$ cat src/rtl/ecc_dsa_uop_sequencer.sv
// ECC DSA micro-op sequencer: walks the program ROM one instruction at a time,
// issues each as a one-cycle uop and stalls while point-mul or HMAC-DRBG is busy.
module ecc_dsa_uop_sequencer #(
  parameter int PROG_ADDR_W = 7,
  parameter int INSTR_W     = 21,
  parameter int OPCODE_W    = 9
) (
  input  logic                   clk,
  input  logic                   reset,
  input  logic                   zeroize,
  input  logic                   cmd_valid_i,
  input  logic [2:0]             cmd_i,
  output logic                   cmd_ready_o,
  output logic                   prog_rd_en_o,
  output logic [PROG_ADDR_W-1:0] prog_addr_o,
  input  logic [INSTR_W-1:0]     prog_instr_i,
  output logic                   uop_valid_o,
  output logic [INSTR_W-1:0]     uop_o,
  input  logic                   pm_busy_i,
  input  logic                   hmac_busy_i,
  output logic                   busy_o,
  output logic                   done_o
);

  // state | meaning
  // START | after reset/zeroize, before the init program
  // FETCH | ROM read of pc
  // LATCH | ROM data captured into uop register
  // ISSUE | uop_valid_o strobe, decide stall
  // ARM   | engine raises its busy, inputs ignored
  // WAIT  | hold until both engines idle
  // DONE  | end of subroutine, pc parked at NOP
  // IDLE  | ready for a command
  typedef enum logic [2:0] {
    S_START, S_FETCH, S_LATCH, S_ISSUE, S_ARM, S_WAIT, S_DONE, S_IDLE
  } state_t;

  typedef logic [PROG_ADDR_W-1:0] addr_t;

  localparam addr_t INIT_END = addr_t'(11);
  localparam addr_t NOP_ADDR = addr_t'(12);
  localparam int    OP_LSB   = INSTR_W - OPCODE_W;

  state_t state, state_nxt;
  addr_t  pc, end_addr;
  addr_t  cmd_start, cmd_end;
  logic   cmd_hit;
  logic   is_init;
  logic   [INSTR_W-1:0] uop_q;
  logic   stall_op, engine_busy, last_instr;

  assign stall_op    = (uop_q[OP_LSB+2 +: 4] != 4'd0) | uop_q[OP_LSB+1];
  assign engine_busy = pm_busy_i | hmac_busy_i;
  assign last_instr  = (pc == end_addr);

  always_comb begin
    cmd_hit   = 1'b1;
    cmd_start = '0;
    cmd_end   = '0;
    case (cmd_i)
      3'd1: begin cmd_start = addr_t'(14); cmd_end = addr_t'(26); end
      3'd2: begin cmd_start = addr_t'(28); cmd_end = addr_t'(42); end
      3'd3: begin cmd_start = addr_t'(44); cmd_end = addr_t'(67); end
      3'd4: begin cmd_start = addr_t'(69); cmd_end = addr_t'(86); end
      default: cmd_hit = 1'b0;
    endcase
  end

  always_ff @(posedge clk or posedge reset) begin
    if (reset)        state <= S_START;
    else if (zeroize) state <= S_START;
    else              state <= state_nxt;
  end

  always_comb begin
    state_nxt = state;
    case (state)
      S_START: state_nxt = S_FETCH;
      S_FETCH: state_nxt = S_LATCH;
      S_LATCH: state_nxt = S_ISSUE;
      S_ISSUE: begin
        if (stall_op)        state_nxt = S_ARM;
        else if (last_instr) state_nxt = S_DONE;
        else                 state_nxt = S_FETCH;
      end
      S_ARM:   state_nxt = S_WAIT;
      S_WAIT: begin
        if (!engine_busy) state_nxt = last_instr ? S_DONE : S_FETCH;
      end
      S_DONE:  state_nxt = S_IDLE;
      S_IDLE:  if (cmd_valid_i && cmd_hit) state_nxt = S_FETCH;
      default: state_nxt = S_START;
    endcase
  end

  always_comb begin
    cmd_ready_o  = 1'b0;
    prog_rd_en_o = 1'b0;
    uop_valid_o  = 1'b0;
    done_o       = 1'b0;
    busy_o       = 1'b1;
    case (state)
      S_FETCH: prog_rd_en_o = 1'b1;
      S_ISSUE: uop_valid_o  = 1'b1;
      S_DONE:  done_o       = ~is_init;
      S_IDLE: begin
        cmd_ready_o = 1'b1;
        busy_o      = 1'b0;
      end
      default: ;
    endcase
  end

  // pc only advances toward end_addr, so it can never wrap
  always_ff @(posedge clk or posedge reset) begin
    if (reset) begin
      pc       <= '0;
      end_addr <= INIT_END;
      is_init  <= 1'b1;
      uop_q    <= '0;
    end else if (zeroize) begin
      pc       <= '0;
      end_addr <= INIT_END;
      is_init  <= 1'b1;
      uop_q    <= '0;
    end else begin
      case (state)
        S_LATCH: uop_q <= prog_instr_i;
        S_ISSUE: if (!stall_op && !last_instr) pc <= pc + addr_t'(1);
        S_WAIT:  if (!engine_busy && !last_instr) pc <= pc + addr_t'(1);
        S_DONE: begin
          pc      <= NOP_ADDR;
          is_init <= 1'b0;
        end
        S_IDLE: begin
          if (cmd_valid_i && cmd_hit) begin
            pc       <= cmd_start;
            end_addr <= cmd_end;
          end
        end
        default: ;
      endcase
    end
  end

  assign prog_addr_o = pc;
  assign uop_o       = uop_q;

endmodule
$ cat config.mk
export PLATFORM = sky130hd
export DESIGN_NAME = ecc_dsa_uop_sequencer
export DESIGN_NICKNAME = d
export VERILOG_FILES = /design/src/rtl/ecc_dsa_uop_sequencer.sv
export SDC_FILE = /design/constraint.sdc
export NUM_CORES = 1
export LEC_CHECK = 0
export BUFFER_PORTS_ARGS = -buffer_cell sky130_fd_sc_hd__buf_2
export CORE_MARGIN = 1
export CORE_UTILIZATION = 46
export DETAILED_ROUTE_END_ITERATION = 10
export GPL_TIMING_DRIVEN = 1
export PLACE_DENSITY = 0.78
export SYNTH_ARGS = -nofsm -noshare
export SYNTH_HDL_FRONTEND = slang
export SYNTH_SLANG_ARGS = --single-unit
$ cat constraint.sdc
create_clock -name clk -period 2.2 [get_ports clk]
set_clock_uncertainty 0.2 [all_clocks]
set_input_delay 0.33 -clock clk [delete_from_list [all_inputs] [get_ports clk]]
set_output_delay 0.33 -clock clk [all_outputs]
set_load 0.02 [all_outputs]
=== Yosys cells after proc, flatten, opt, wreduce, memory -nomap -nowiden ===
Cells that the tools add are included.

* Word-level logic and storage cells: 68
* Output and inout bits: 33
* Bits in registers: 39

* Bitwise logic cells: 3
* Mux-type cells: 26
* Reductions and logical operators: 17
* Add/sub/neg operators: 1
* Equal/unequal tests: 16

{| class="wikitable"
|+ Operators by type and width
! kind !! number
|-
| one-hot mux 7 bit (4 select lines) || 3
|-
| two-way mux 7 bit || 7
|-
| two-way mux 21 bit || 2
|-
| one-hot mux 3 bit (8 select lines) || 1
|-
| == test 3 bit, second input constant || 5
|-
| two-way mux 3 bit || 5
|-
| == test 3 x 2 -> 1 bit, second input constant || 4
|-
| inequality test 3 bit, second input constant || 4
|-
| two-way mux 1 bit || 8
|-
| nonzero test 2 bit || 4
|-
| adder 7 x 1 -> 7 bit, second input constant || 1
|-
| == test 7 bit || 1
|-
| == test 3 x 1 -> 1 bit, second input constant || 2
|-
| nonzero test 5 bit || 1
|-
| AND reduction 2 bit || 2
|-
| AND reduction 4 bit || 1
|-
| nonzero test 4 bit || 1
|-
| OR reduction 4 bit || 1
|-
| logical AND 1 bit || 3
|-
| logical NOT 1 bit || 3
|-
| logical NOT 3 bit || 1
|-
| bitwise OR 1 bit || 2
|-
| NOT 1 bit || 1
|}

=== Logic depth before layout (Yosys ltp) ===
Gate-level depths: netlist of the first run.

* Word-level depth: 7
* Gate-level depth with buffers: 10

=== Worst setup path after synthesis of the first run ===
Ideal clock, no wire load.

* Kind: reg2reg
* From: register pc[6] (netlist: prog_addr_o[6])
* To: register pc[6] (netlist: prog_addr_o[6])
* Arrival time: 1.913 ns
* Library setup time: 0.125 ns
* Required time: 1.875 ns
* Cell stages (with the launch flop): 6
* Period minus slack after synthesis: 2.238 ns
* Path slack: -0.038 ns
* Buffers on the path: 0
* Cells stage by stage: dfrtp_1 > xor2_1 > nor4_4 > a311oi_4 > o221ai_4 > mux2_4

* Longest elaborated chain between the ends: 5
* Elaborated cells on any way between the ends: 12
* Those cells by class: add/sub (1); eq/ne (3); mux (4); reduce/logical (4)

{| class="wikitable"
|+ RTL lines
! item !! line !! RTL
|-
| from (decl) || 45 || <nowiki>addr_t pc, end_addr;</nowiki>
|-
| from (signal assigned) || 129 || <nowiki>S_ISSUE: if (!stall_op && !last_instr) pc <= pc + addr_t'(1);</nowiki>
|-
| from (signal assigned) || 130 || <nowiki>S_WAIT: if (!engine_busy && !last_instr) pc <= pc + addr_t'(1);</nowiki>
|-
| from (signal assigned) || 137 || <nowiki>pc <= cmd_start;</nowiki>
|-
| branches (longest 5 deep; another with adder 7 x 1 -> 7 bit) || - ||
|}

Parallel ways; which one is timed is not known. The select of a mux whose other input is x is not followed.
A chain may end at the register's enable or synchronous reset.

=== Final worst setup path of the first run ===
* From: register end_addr[1]
* To: register pc[3] (netlist: prog_addr_o[3])

* Longest elaborated chain between the ends: 5
* Elaborated cells on any way between the ends: 7
* Those cells by class: eq/ne (3); reduce/logical (4)

{| class="wikitable"
|+ RTL lines
! item !! line !! RTL
|-
| from (decl) || 45 ||
|-
| from (signal assigned) || 138 || <nowiki>end_addr <= cmd_end;</nowiki>
|-
| == test 7 bit * || 54 || <nowiki>assign last_instr = (pc == end_addr);</nowiki>
|-
| logical NOT 1 bit * || 129, 130 ||
|-
| logical AND 1 bit (on tied branches) || 130, 129 ||
|-
| inequality test 3 bit (no line) || - ||
|-
| AND reduction 4 bit (no line) * || - ||
|}

Every way passes the cells marked *; elsewhere a longest branch is shown, timed or not.

==> results of run 1 <==
==> area by class of cell <==
type / count / area share
Tap cell: 52 / 0.0248
Multi-Input combinational cell: 132 / 0.380
Sequential cell: 39 / 0.374
Clock buffer: 6 / 0.0277
Inverter: 8 / 0.0124
Timing Repair Buffer: 82 / 0.176
Clock inverter: 2 / 0.00477
==> cells in the final DEF, fill, tap and decap left out, types with 2 or more instances in the layout <==
master	count
xor2_1	8
and2_1	3
inv_1	6
a211o_1	2
xnor2_1	4
nand3_1	6
and3_1	2
o311ai_1	2
clkbuf_8	5
dfrtp_1	35
buf_4	19
nand4_1	2
buf_2	62
dfstp_2	4
nor3_1	7
o211ai_1	5
a22o_1	20
mux2i_1	7
nand2_1	18
o21ai_0	6
nor2_1	6
nor2_2	2
a21oi_1	8
o32ai_1	2
o31a_1	2
==> logic make-up after synthesis <==
logic type / Yosys count / synth area share
multiplexers: 8 / 0.0410
buffers and inverters: 22 / 0.0482
adder cells (fa/ha/maj): 1 / 0.00603
AO/OA/AOI/OAI: 55 / 0.219
AND/OR/NAND/NOR: 55 / 0.149
XOR/XNOR: 13 / 0.0639
flip-flops: 39 / 0.473
==> repair_timing <==
item / CTS / global route
hold buffers: 1 / 0
endpoints found under the setup margin: 0 / 9
endpoints found under the hold margin: 35 / 0
resized for setup: 0 / 1
buffers inserted: 0 / 1
==> registers in the layout (all words and copies together), names as in the netlist <==
signal / count
is_init: 1
state: 3
end_addr: 7
uop_o: 21
prog_addr_o: 7
==> worst max-delay path by stage <==
stage | depth (start not counted) | startpoint | endpoint | slack, ns
after floorplan | 5 | prog_addr_o[6]$_DFFE_PP0P_ | prog_addr_o[6]$_DFFE_PP0P_ | -0.04
after global placement | 6 | end_addr[1]$_DFFE_PP1P_ | prog_addr_o[3]$_DFFE_PP0P_ | 0.15
after detailed placement | 6 | end_addr[1]$_DFFE_PP1P_ | prog_addr_o[3]$_DFFE_PP0P_ | 0.06
after CTS | 6 | end_addr[1]$_DFFE_PP1P_ | prog_addr_o[3]$_DFFE_PP0P_ | 0.07
after global routing | 7 | end_addr[1]$_DFFE_PP1P_ | prog_addr_o[4]$_DFFE_PP0P_ | -0.003
final | 7 | end_addr[1]$_DFFE_PP1P_ | prog_addr_o[3]$_DFFE_PP0P_ | 0.07
==> layer usage <==
layer / GRT usage / part of all wire / vias up
li1: - / - / 853
met1: 0.311 / 0.45 / 889
met2: 0.338 / 0.48 / 59
met3: 0.0436 / 0.050 / 8
met4: 0.0816 / 0.013 / 0
met5: 0 / 0 / -
==> power by group <==
part	total, mW	internal, mW	leakage, nW	switching, mW
sequential	0.741	0.730	0.528	0.0109
clock	0.471	0.221	0.0412	0.249
combinational	0.178	0.0730	0.809	0.105
total	1.39	1.02	1.38	0.365
==> critical path, delay by kind of cell (launching register included) <==
kind            cells  cell delay, ns
flops               1            0.54
xor+xnor            1            0.24
mux                 1            0.12
simple gates        1            0.05
buf+inv             2            0.35
compound gates      2            0.51
==> per-stage QoR <==
stage / std cells / setup TNS, ns / util
finish: 321 / 0 / 0.603
global route: 321 / -0.00305 / 0.603
CTS: 320 / 0 / 0.600
detailed placement: 311 / 0 / 0.578
global placement: 311 / 0 / 0.578
floorplan: 193 / -0.0375 / -
==> flow_metrics.tcl, run 1 <==
set metrics [dict create \
    ys_ff_latch 39 \
    finalCritPeriodShare 0.969 \
    endpoint_kind "register" \
    min-delay-start "prog_instr_i[11]" \
    r2r_cells 7 \
    crit_path_start_kind "register" \
    slew_headroom 0.506 \
    drv_slew 0 \
    cpPeakStageDelay_ns 0.54 \
    synth_enable_flop_cells 0 \
    r2r-end "prog_addr_o[3]$_DFFE_PP0P_" \
    start_util 0.477 \
    gp_congestion 0.879 \
    min-delay-path-class "input pin to register" \
    clk_pin_slew_worst_paths_ns 0.08 \
    register_area_um2 981 \
    diodes 0 \
    yosysSeqAreaShare 0.473 \
    die_y_um 69.2 \
    critPathArrivalTime_ns 2.10 \
    synth_cells 193 \
    grt_pass1_vias 1700 \
    holdPathEnd "uop_o[11]$_DFFE_PP0P_" \
    async_flop_share 1.00 \
    dpl_cell_area_um2 2520 \
    dieArea_um2 4790 \
    drc 0 \
    wirelength_um 5100 \
    syn_nets 224 \
    grt_max_degree 40 \
    synth-main-ff-cell "dfrtp_1" \
    clk_latency_ns 0.29 \
    cts_root_buf "clkbuf_8" \
    crit_chain "xor2_1 -> nor4_4 -> buf_4 -> a311oi_4 -> o221ai_4 -> buf_4 -> mux2i_1" \
    grt_usage 0.221 \
    clock_sinks 39 \
    path_common_cell "buf_4" \
    synth_area_um2 2080 \
    max_clock_freq_ghz 0.469 \
    synth.most_common_cell "dfrtp_1" \
    rrSetupSlack_ns 0.07 \
    cts_max_path_buffers 2 \
    multi_input_comb_area_um2 997 \
    via_count 1809 \
    firstDrtPassIters 5 \
    synth.largest_area_cell "dfrtp_1" \
    post_drt_wl_per_cell_um 15.9 \
    r2r-start "end_addr[1]$_DFFE_PP1P_" \
    antenna_found_initial 0 \
    cp_slowest_cell "dfstp_2" \
    io_buffers 62 \
    worstSetupPathType "register to register" \
    grt_overflow_total 0 \
    nNetsFinal 299 \
    final.min_clock_period_ns 2.13 \
    maxCapViolations 0 \
    drive_above_1_share 0.394 \
    die_x_um 69.2 \
    postSynthAreaPerCell_um2 10.8 \
    p_leak_nw 1.38 \
    io_pins 63 \
    num-fill-cells 359 \
    outcome "finished clean" \
    power_density_nw_per_um2 529 \
    num_rows 24 \
    final_area_um2 2620 \
    worst_pin_slew_ns 0.740 \
    cp_data_required_time_ns 2.17 \
    setup_viol 0 \
    ant_nets 0 \
    synthDistinctLibCells 48 \
    ir_drop_uv 376 \
    drt_iter0_drc 112 \
    pre_cts_ws_ns 0.0599 \
    synth_top_area_frac 0.422 \
    ys_warn_count 0 \
    fin_ws_ns 0.0673 \
    dp_hpwl_um 3780 \
    cp_max_fo 6 \
    area_growth_syn_to_layout_pct 26.4 \
    holdWs_ns 0.0499 \
    hold_violations 0 \
    vias_per_cell 5.64 \
    whs_path_depth 2 \
    cts_tree "done" \
    synth_area_leaders "dfrtp_1, a22o_1, dfstp_2" \
    htreeDepth 2 \
    yosys-top-cells-count "dfrtp_1, a22o_1, nand2_1" \
    grt_pass1_wl_um 8310 \
    core_area_um2 4350 \
    cts_made_buffers 5 \
    finalPower_mw 1.39 \
]
No activity file was read; power rests on OpenSTA's default activity.
==> run 2, diff against run 1 <==
--- a/config.mk
+++ b/config.mk
@@ -11,6 +11,7 @@
 export DETAILED_ROUTE_END_ITERATION = 10
 export GPL_TIMING_DRIVEN = 1
 export PLACE_DENSITY = 0.78
+export RECOVER_POWER = 50
 export SYNTH_ARGS = -nofsm -noshare
 export SYNTH_HDL_FRONTEND = slang
 export SYNTH_SLANG_ARGS = --single-unit
==> run 2 against run 1 <==
Against the previous run:
- sequential power is essentially flat
- register-to-register slack is essentially flat
- first-iteration DRC count grew 17%
- largest power group unchanged
==> flow_metrics.tcl, run 2 (synthesis gave the netlist of run 1 again) <==
set metrics [dict create \
    grt_overflow_total 0 \
    hold_violations 0 \
    min-delay-path-class "input pin to register" \
    finalCritPeriodShare 0.970 \
    firstDrtPassIters 4 \
    start_util 0.477 \
    drc 0 \
    area_growth_syn_to_layout_pct 25.4 \
    cts_root_buf "clkbuf_8" \
    register_area_um2 981 \
    cp_data_required_time_ns 2.17 \
    setup_viol 0 \
    final_common_cell "buf_2" \
    slew_headroom 0.367 \
    diodes 0 \
    final.min_clock_period_ns 2.13 \
    ant_nets 0 \
    io_pins 63 \
    crit_chain "xor2_1 -> nor4_4 -> buf_4 -> a311oi_4 -> o221ai_4 -> buf_4 -> mux2i_1" \
    cp_slowest_cell "dfstp_2" \
    clk_pin_slew_worst_paths_ns 0.08 \
    clock_sinks 39 \
    critPathArrivalTime_ns 2.10 \
    path_buf_inv 2 \
    drt_iter0_drc 131 \
    dieArea_um2 4790 \
    die_y_um 69.2 \
    p_leak_nw 1.31 \
    multi_input_comb_area_um2 997 \
    htreeDepth 2 \
    nNetsFinal 299 \
    antenna_found_initial 0 \
    largest_reg_flops 21 \
    power_density_nw_per_um2 534 \
    drv_slew 0 \
    path_common_cell "buf_4" \
    num_rows 24 \
    max_clock_freq_ghz 0.469 \
    num-fill-cells 370 \
    cpPeakStageDelay_ns 0.54 \
    via_count 1784 \
    grt_pass1_wl_um 8310 \
    outcome "finished clean" \
    core_area_um2 4350 \
    drive_above_1_share 0.338 \
    final_cell_mix "buf_2, dfrtp_1, a22o_1" \
    cp_max_fo 6 \
    gp_congestion 0.879 \
    cts_max_path_buffers 2 \
    cts_made_buffers 5 \
    grt_max_degree 40 \
    crit_path_start_kind "register" \
    worst_pin_slew_ns 0.949 \
    grt_usage 0.221 \
    cts_tree "done" \
    postLayoutCoreUtil 0.598 \
    clk_latency_ns 0.29 \
    maxCapViolations 0 \
    wirelength_um 5070 \
    crit_family "flip-flops" \
    fin_setup_tns_ns 0 \
    endpoint_kind "register" \
    worstSetupPathType "register to register" \
    io_buffers 62 \
    dp_hpwl_um 3780 \
    grt_pass1_vias 1700 \
    die_x_um 69.2 \
    ir_drop_uv 380 \
    vias_per_cell 5.56 \
    post_drt_wl_per_cell_um 15.8 \
]
run 2: cell types whose count changed in the layout (fill, tap and decap cells not counted), sizes merged:
cell,before,now
clkbuf,6,22
buf,81,65
run 2: layout make-up:
type	instances	share of cell area
inverters	8	0.0125
multi-input cells	132	0.383
well taps	52	0.0250
clock buffers	6	0.0279
flip-flops and latches	39	0.377
repair buffers	82	0.170
clock inverters	2	0.00481
run 2: final timing paths:
kind / startpoint / endpoint / slack (ns) / cells after the start
min in group asynchronous: reset / uop_o[10]$_DFFE_PP0P_ / 0.67 / 4
max in group asynchronous: reset / state[2]$_DFFE_PP0P_ / 0.54 / 4
max reg2reg: end_addr[1]$_DFFE_PP1P_ / prog_addr_o[3]$_DFFE_PP0P_ / 0.07 / 7
min reg2reg: is_init$_DFFE_PP1P_ / is_init$_DFFE_PP1P_ / 0.28 / 2
max: end_addr[1]$_DFFE_PP1P_ / prog_addr_o[3]$_DFFE_PP0P_ / 0.07 / 7
min: prog_instr_i[11] / uop_o[11]$_DFFE_PP0P_ / 0.05 / 2
run 2: where the power goes:
| group | internal, mW | switching, mW |
|---|---|---|
| sequential | 0.730 | 0.0110 |
| combinational | 0.0704 | 0.105 |
| clock | 0.222 | 0.252 |
| total | 1.02 | 0.368 |
run 2: routing by layer:
metal | global-route usage | vias to the layer above | routed length [um]
li1 | - | 858 | -
met1 | 0.311 | 868 | 2310
met2 | 0.338 | 52 | 2450
met3 | 0.0436 | 6 | 248
met4 | 0.0816 | 0 | 61
met5 | 0 | - | 0
run 2: repair_timing:
item                                   CTS  global route
gates resized for setup                  0             1
hold buffers                             1             0
endpoints found under the hold margin   35             0
buffers inserted                         0             1
setup endpoints to repair                0             9
run 2: through the flow:
step           hold slack (ns)  total power [mW]  cells  setup WS, ns  area, um^2
2_1_floorplan            0.258             0.856    193       -0.0375        2080
3_3_place_gp             0.265             0.926    311         0.151        2520
3_5_place_dp             0.270             0.930    311        0.0599        2520
4_1_cts                 0.0439              1.40    320        0.0697        2610
5_1_grt                 0.0489              1.45    321      -0.00305        2600
6_report                0.0496              1.39    321        0.0670        2600
